<file path="src/rtl/pipeexe_md_if.sv">
// EX-stage bundle for pipeexe_md: ID/EX operands and controls in, result and multiplier status out.
// The master side is the pipeline (ID/EX register). The slave side is the execute unit.
interface pipeexe_md_if;
  logic [3:0]  ealuc;
  logic        ealuimm;
  logic        eshift;
  logic        ejal;
  logic [31:0] epc4;
  logic [31:0] ea;
  logic [31:0] eb;
  logic [31:0] eimm;
  logic [4:0]  ern0;
  logic        emul;
  logic [31:0] ealu;
  logic [4:0]  ern;
  logic        ebusy;
  logic        emdone;
  logic [31:0] ehi;
  logic [31:0] elo;

  modport master (
    output ealuc, ealuimm, eshift, ejal, epc4, ea, eb, eimm, ern0, emul,
    input  ealu, ern, ebusy, emdone, ehi, elo
  );

  modport slave (
    input  ealuc, ealuimm, eshift, ejal, epc4, ea, eb, eimm, ern0, emul,
    output ealu, ern, ebusy, emdone, ehi, elo
  );
endinterface

</file>
<file path="src/rtl/pipeexe_md.sv">
// Pipeline EX stage: combinational ALU with jal link path, plus an optional sequential
// 32x32 unsigned shift-add multiplier, built only when EXE_MUL_EN is defined.
module pipeexe_md (
  input logic         clock,
  input logic         resetn,
  pipeexe_md_if.slave ex
);

  logic [31:0] op_a;
  logic [31:0] op_b;
  logic [31:0] alu_res;

  always_comb begin
    op_a = ex.eshift ? {27'b0, ex.eimm[10:6]} : ex.ea;
    op_b = ex.ealuimm ? ex.eimm : ex.eb;
  end

  always_comb begin
    alu_res = '0;
    casez (ex.ealuc)
      4'b?000: alu_res = op_a + op_b;
      4'b?100: alu_res = op_a - op_b;
      4'b?001: alu_res = op_a & op_b;
      4'b?101: alu_res = op_a | op_b;
      4'b?010: alu_res = op_a ^ op_b;
      4'b?110: alu_res = {op_b[15:0], 16'b0};
      4'b0011: alu_res = op_b << op_a[4:0];
      4'b0111: alu_res = op_b >> op_a[4:0];
      4'b1111: alu_res = $signed(op_b) >>> op_a[4:0];
      default: alu_res = '0;
    endcase
  end

  // jal writes the link address (PC+8) into r31.
  assign ex.ealu = ex.ejal ? ex.epc4 + 32'd4 : alu_res;
  assign ex.ern  = ex.ern0 | {5{ex.ejal}};

`ifdef EXE_MUL_EN
  localparam logic [0:0] StIdle = 1'b0;
  localparam logic [0:0] StRun  = 1'b1;

  logic [0:0]  state_q, state_d;
  logic [5:0]  cnt_q, cnt_d;
  logic [63:0] mcand_q, mcand_d;
  logic [31:0] mplier_q, mplier_d;
  logic [63:0] acc_q, acc_d;
  logic [31:0] hi_q, hi_d;
  logic [31:0] lo_q, lo_d;
  logic        done_q, done_d;

  always_comb begin
    state_d  = state_q;
    cnt_d    = cnt_q;
    mcand_d  = mcand_q;
    mplier_d = mplier_q;
    acc_d    = acc_q;
    hi_d     = hi_q;
    lo_d     = lo_q;
    done_d   = 1'b0;
    case (state_q)
      StIdle: begin
        if (ex.emul) begin
          state_d  = StRun;
          cnt_d    = '0;
          mcand_d  = {32'b0, ex.ea};
          mplier_d = ex.eb;
          acc_d    = '0;
        end
      end
      StRun: begin
        // Multiplicand walks left while the multiplier bit under test walks right.
        acc_d    = acc_q + (mplier_q[0] ? mcand_q : 64'd0);
        mcand_d  = {mcand_q[62:0], 1'b0};
        mplier_d = {1'b0, mplier_q[31:1]};
        cnt_d    = cnt_q + 6'd1;
        if (cnt_q == 6'd31) begin
          state_d = StIdle;
          cnt_d   = '0;
          hi_d    = acc_d[63:32];
          lo_d    = acc_d[31:0];
          done_d  = 1'b1;
        end
      end
      default: state_d = StIdle;
    endcase
  end

  always_ff @(posedge clock or negedge resetn) begin
    if (!resetn) begin
      state_q  <= StIdle;
      cnt_q    <= '0;
      mcand_q  <= '0;
      mplier_q <= '0;
      acc_q    <= '0;
      hi_q     <= '0;
      lo_q     <= '0;
      done_q   <= 1'b0;
    end else begin
      state_q  <= state_d;
      cnt_q    <= cnt_d;
      mcand_q  <= mcand_d;
      mplier_q <= mplier_d;
      acc_q    <= acc_d;
      hi_q     <= hi_d;
      lo_q     <= lo_d;
      done_q   <= done_d;
    end
  end

  assign ex.ebusy  = (state_q == StRun);
  assign ex.emdone = done_q;
  assign ex.ehi    = hi_q;
  assign ex.elo    = lo_q;
`else
  logic unused_mul;
  assign unused_mul = ex.emul ^ clock ^ resetn;

  assign ex.ebusy  = 1'b0;
  assign ex.emdone = 1'b0;
  assign ex.ehi    = '0;
  assign ex.elo    = '0;
`endif

endmodule

</file>
<file path="src/flat_wrapper.sv">
// flat-port wrapper written by rule: the top's interface ports become plain ports
module pipeexe_md_flat 
  (clock, resetn, ex_ealuc, ex_ealuimm, ex_eshift, ex_ejal, ex_epc4, ex_ea, ex_eb, ex_eimm, ex_ern0, ex_emul, ex_ealu, ex_ern, ex_ebusy, ex_emdone, ex_ehi, ex_elo);
  pipeexe_md_if ex_i ();
  input logic clock;
  input logic resetn;
  input wire logic [$bits(ex_i.ealuc)-1:0] ex_ealuc;
  input wire logic [$bits(ex_i.ealuimm)-1:0] ex_ealuimm;
  input wire logic [$bits(ex_i.eshift)-1:0] ex_eshift;
  input wire logic [$bits(ex_i.ejal)-1:0] ex_ejal;
  input wire logic [$bits(ex_i.epc4)-1:0] ex_epc4;
  input wire logic [$bits(ex_i.ea)-1:0] ex_ea;
  input wire logic [$bits(ex_i.eb)-1:0] ex_eb;
  input wire logic [$bits(ex_i.eimm)-1:0] ex_eimm;
  input wire logic [$bits(ex_i.ern0)-1:0] ex_ern0;
  input wire logic [$bits(ex_i.emul)-1:0] ex_emul;
  output wire logic [$bits(ex_i.ealu)-1:0] ex_ealu;
  output wire logic [$bits(ex_i.ern)-1:0] ex_ern;
  output wire logic [$bits(ex_i.ebusy)-1:0] ex_ebusy;
  output wire logic [$bits(ex_i.emdone)-1:0] ex_emdone;
  output wire logic [$bits(ex_i.ehi)-1:0] ex_ehi;
  output wire logic [$bits(ex_i.elo)-1:0] ex_elo;
  assign ex_i.ealuc = ex_ealuc;
  assign ex_i.ealuimm = ex_ealuimm;
  assign ex_i.eshift = ex_eshift;
  assign ex_i.ejal = ex_ejal;
  assign ex_i.epc4 = ex_epc4;
  assign ex_i.ea = ex_ea;
  assign ex_i.eb = ex_eb;
  assign ex_i.eimm = ex_eimm;
  assign ex_i.ern0 = ex_ern0;
  assign ex_i.emul = ex_emul;
  assign ex_ealu = ex_i.ealu;
  assign ex_ern = ex_i.ern;
  assign ex_ebusy = ex_i.ebusy;
  assign ex_emdone = ex_i.emdone;
  assign ex_ehi = ex_i.ehi;
  assign ex_elo = ex_i.elo;
  pipeexe_md u_core (.clock(clock), .resetn(resetn), .ex(ex_i));
endmodule
</file>
<file path="config.mk">
export PLATFORM = sky130hd
export DESIGN_NAME = pipeexe_md_flat
export DESIGN_NICKNAME = d
export VERILOG_FILES = /design/src/rtl/pipeexe_md_if.sv /design/src/rtl/pipeexe_md.sv /design/src/flat_wrapper.sv
export SDC_FILE = /design/constraint.sdc
export NUM_CORES = 1
export LEC_CHECK = 0
export ABC_AREA = 1
export CAP_MARGIN = 20
export CELL_PAD_IN_SITES_DETAIL_PLACEMENT = 2
export CELL_PAD_IN_SITES_GLOBAL_PLACEMENT = 2
export CORE_ASPECT_RATIO = 1.1
export CORE_MARGIN = 3
export CORE_UTILIZATION = 27
export DETAILED_ROUTE_END_ITERATION = 8
export PLACE_DENSITY_LB_ADDON = 0.1
export SLEW_MARGIN = 20
export SYNTH_ARGS = -nofsm -noshare
export SYNTH_HDL_FRONTEND = slang
export SYNTH_SLANG_ARGS = --single-unit
</file>
<file path="constraint.sdc">
create_clock -name vclk -period 10.65
set_input_delay 2.13 -clock vclk [all_inputs]
set_output_delay 2.13 -clock vclk [all_outputs]
set_load 0.02 [all_outputs]
</file>
# [Yosys cells after proc, flatten, opt, wreduce, memory -nomap -nowiden]
# Index checks and enable logic that the tools add are counted.
[totals] output_inout_bits=103 elab_cells=23 inputBits=143 regBits=0
[classes] mux=4 reduce_logical=1 bitwise_logic=4 n_eq_ne=8 n_addsub=3 n_shift=3
[ops] op="one-hot mux 32 bit (9 select lines)" count=1
[ops] op="two-way mux 32 bit" count=3
[ops] op="adder 32 x 3 -> 32 bit, second input constant" count=1
[ops] op="adder 32 bit" count=1
[ops] op="AND 32 bit" count=1
[ops] op="OR 32 bit" count=1
[ops] op="left shift 32 x 5 -> 32 bit" count=1
[ops] op=">> shifter 32 x 5 -> 32 bit" count=1
[ops] op=">>> shifter 32 x 5 -> 32 bit" count=1
[ops] op="subtractor 32 bit" count=1
[ops] op="bitwise XOR 32 bit" count=1
[ops] op="equality test 3 bit, second input constant" count=3
[ops] op="OR 5 bit" count=1
[ops] op="equality test 4 x 2 -> 1 bit, second input constant" count=1
[ops] op="equality test 4 x 3 -> 1 bit, second input constant" count=1
[ops] op="equality test 4 bit, second input constant" count=1
[ops] op="equality test 3 x 1 -> 1 bit, second input constant" count=1
[ops] op="equality test 3 x 2 -> 1 bit, second input constant" count=1
[ops] op="zero test 3 bit" count=1

# [Depth between registers and ports, before layout]
[depth] ltp_word=4 mapped_depth=29 ltp_nobuf=27

# [Worst setup path before layout]
# Ideal clock, no wire load.
[synth_path] path_kind="input to output" startpoint="input port ex_ealuimm" endpoint="output port ex_ealu[23]" slack_ps=3436 t_required_ps=8520 stages=24 n_path_buf=2 arrival_time_ps=5084 cell_sequence="buf_6 -> buf_4 -> o21ai_2 -> ha_1 -> nand3_1 -> nor2_2 -> nand2_1 -> o31ai_1 -> o21ai_1 -> xor2_1 -> ha_1 -> nand2_1 -> nor2_1 -> inv_1 -> nor3_1 -> nand3_1 -> nand3b_1 -> nand2_1 -> nand2_1 -> nor2_1 -> nor2_1 -> nand2_1 -> nand2_1 -> nand2_1"
[synth_between] elab_chain_len=4 elab_cells_between_ends=11 classes_between="2 x add/sub; 3 x shift; 3 x mux; 3 x bitwise"
[synth_lines] item="start, declared" line="flat_wrapper.sv:8" rtl="input wire logic [$bits(ex_i.ealuimm)-1:0] ex_ealuimm;"
[synth_lines] item="two-way mux 32 bit (*)" line="pipeexe_md.sv:15" rtl="op_b = ex.ealuimm ? ex.eimm : ex.eb;"
[synth_lines] item="subtractor 32 bit, or another cell as far along" line="pipeexe_md.sv:22" rtl="4'b?100: alu_res = op_a - op_b;"
[synth_lines] item="one-hot mux 32 bit (9 select lines) (*)" line="pipeexe_md.sv:20" rtl="casez (ex.ealuc)"
[synth_lines] item="two-way mux 32 bit (*)" line="pipeexe_md.sv:35" rtl="assign ex.ealu = ex.ejal ? ex.epc4 + 32'd4 : alu_res;"
[synth_lines] item="end, declared" line="flat_wrapper.sv:17" rtl="output wire logic [$bits(ex_i.ealu)-1:0] ex_ealu;"
# Every way passes the cells marked *; elsewhere a longest branch is shown, timed or not.

# [Final worst setup path]
[layout_path] startpoint="input port ex_ealuimm" endpoint="output port ex_ealu[11]"
# Same word-level chain as after synthesis.

==> flow_summary.ini <==
[global_route]
track_usage_pct = 31.0
grt_pass1_vias = 16046
antenna_found_initial = 0
grt_first_pass_wirelength_mm = 101
grt_max_degree = 65
grt_overflow = 0

[floorplan]
die_h_um = 216
core_area_um2 = 39400
start_util_pct = 27.5
dieArea_um2 = 42600
ios = 246
rows = 76
die_w_um = 197

[logic_synthesis]
synth_seq_area_share_pct = 0
synth_cell_type_count = 51
syn_avg_cell_area_um2 = 4.99
syn_inst = 2171
yosysWarnings = 0
mappedNetlistArea_um2 = 10800

[worst_setup_path]
cp_data_required_time_ns = 8.52
crit_buf_inv = 5
crit_arrival_ns = 7.63
cpMostUsedCell = nand2_1
cp-start-kind = input pin
cp_top_family = compound AO/OA/AOI/OAI gates
max_stage_delay_ns = 0.61
crit_chain = clkdlybuf4s50_1 -> buf_4 -> nand2_1 -> o21ai_2 -> ha_1 -> nand3_1 -> nor2_2 -> nand2_1 -> o31ai_1 -> xor2_1 -> ha_1 -> nand2_1 -> inv_1 -> a21oi_1 -> nand3_1 -> nand2_1 -> inv_1 -> o21ai_0 -> a21oi_1 -> nand2_1 -> nand2_1 -> nand2_1 -> clkdlybuf4s50_1
critical_path_cell_count = 23
crit_fanout = 33
slowest_stage = clkdlybuf4s50_1
endpoint_kind = output pin
path_class = in2out

[cts]
holdBufCountCts = 0
cts_resized = 0
postCtsSetupBuffers = 0

[hold_path]
hp-class = in2out
holdPathStages = 4

[layout]
syn_to_final_growth_pct = 17.5
n_sequential_cell = 0
clkbuf_count = 0
final_layout_size_suffix_gt1_share_pct = 3.90
nNetsFinal = 2525
multi_input_area_um2 = 9370
antenna_cells = 0
seq_area_um2 = 0
instances_no_fill = 2789
nFillCells = 5293

[power]
power_density_nw_per_um2 = 64.7
max-vdd-ir-drop_v = 0.0000166
p_leak_nw = 6.72

[detailed_routing]
first_pass_iters = 5
antenna_left = 0
routed_via_density = 5.45
wl_mm = 67.9
post_drt_wl_per_cell_um = 24.4
vias = 15187
drt_iter0_markers = 811
drc = 0

[timing]
tns_ns = 0
rsz0062_at_grt = false
drv_slew = 0
fin_crit_sh_pct = 91.6
worst_pin_slew_ns = 1.03
fmax_mhz = 102
setup_viol = 0
hold_viol = 0
slew-limit-headroom_pct = 31.1
min_period_ns = 9.76

[placement]
place_inst = 2789
port_buffers = 177
place_congestion = 0.971
dp_hpwl_mm = 56.0

[status]
status = finished clean

[job]
drv_cap = 0
[tightest hold or removal path, delay by kind of cell]
kind                   cells  cell delay (ns)
AND/OR/NAND/NOR            2             0.11
buffers and inverters      2             0.93
[metal layers]
metal	global-route usage [%]	vias to the layer above	wire length, um
li1	-	7170	-
met1	38.2	7557	28400
met2	55.7	350	33500
met3	2.10	110	2480
met4	12.5	0	3540
met5	0	-	0
[power breakdown]
group / total [mW] / switching [mW] / internal [mW]
combinational: 0.824 / 0.574 / 0.250
clock: 0 / 0 / 0
sequential: 0 / 0 / 0
[path summary, 6_finish.rpt]
check / startpoint / endpoint / slack [ns]
setup / recovery: ex_ealuimm / ex_ealu[11] / 0.89
hold / removal: ex_epc4[0] / ex_ealu[0] / 5.30
[layout by cell type, fill, tap and decap left out, types with 6 or more instances in the layout]
| cell type | instances |
|---|---|
| o211ai_1 | 17 |
| nor2_2 | 8 |
| inv_2 | 12 |
| o21ai_0 | 75 |
| o21bai_1 | 6 |
| nand3_1 | 339 |
| o21ai_1 | 8 |
| nor3_1 | 26 |
| nand3b_1 | 13 |
| nor2_1 | 160 |
| nand2_2 | 16 |
| buf_4 | 22 |
| a211oi_1 | 9 |
| nand4_1 | 29 |
| conb_1 | 66 |
| a21oi_1 | 60 |
| o2111ai_1 | 8 |
| clkdlybuf4s50_1 | 177 |
| inv_1 | 197 |
| or2_2 | 9 |
| xor2_1 | 35 |
| nand2_1 | 832 |
| ha_1 | 97 |
| a221oi_1 | 8 |
[per-stage QoR]
stage          hold WS, ns  util (%)  total power, mW  area [um2]  worst slack (ns)
2_1_floorplan         4.40         -            0.501       11100              3.44
3_3_place_gp          5.29      32.4            0.791       12700              1.08
3_5_place_dp          5.30      32.4            0.813       12700             0.944
4_1_cts               5.30      32.4            0.816       12700             0.923
5_1_grt               5.36      32.4            0.902       12700             0.516
6_report              5.30      32.4            0.824       12700             0.892
[cells in the mapped netlist, types with 9 or more instances]
cell type,count,area [um2]
a211oi_1,9,67.6
a21oi_1,60,300
buf_2,30,150
buf_4,76,571
clkbuf_1,36,135
ha_1,97,1210
inv_1,197,739
inv_2,12,45.0
nand2_1,832,3120
nand2_2,16,100
nand3_1,340,1700
nand3b_1,13,97.6
nand4_1,29,181
nor2_1,161,604
nor3_1,26,130
o211ai_1,17,128
o21ai_0,75,375
o21ai_1,9,45.0
or2_2,9,56.3
xor2_1,35,307
[area by class of cell]
| cell class | instances | share of cell area (%) |
|---|---|---|
| inverters | 211 | 6.24 |
| multi-input cells | 1872 | 73.6 |
| well taps | 507 | 4.98 |
| repair buffers | 199 | 15.2 |
[logic make-up after synthesis]
logic type	count (synthesis)	synth area share (%)
other cells	1	0.0346
simple gates	1452	57.3
buf+inv	364	16.1
fa+ha+maj	98	11.4
compound gates	217	12.0
xor+xnor	39	3.15
Power figures use the tool's default switching activity.
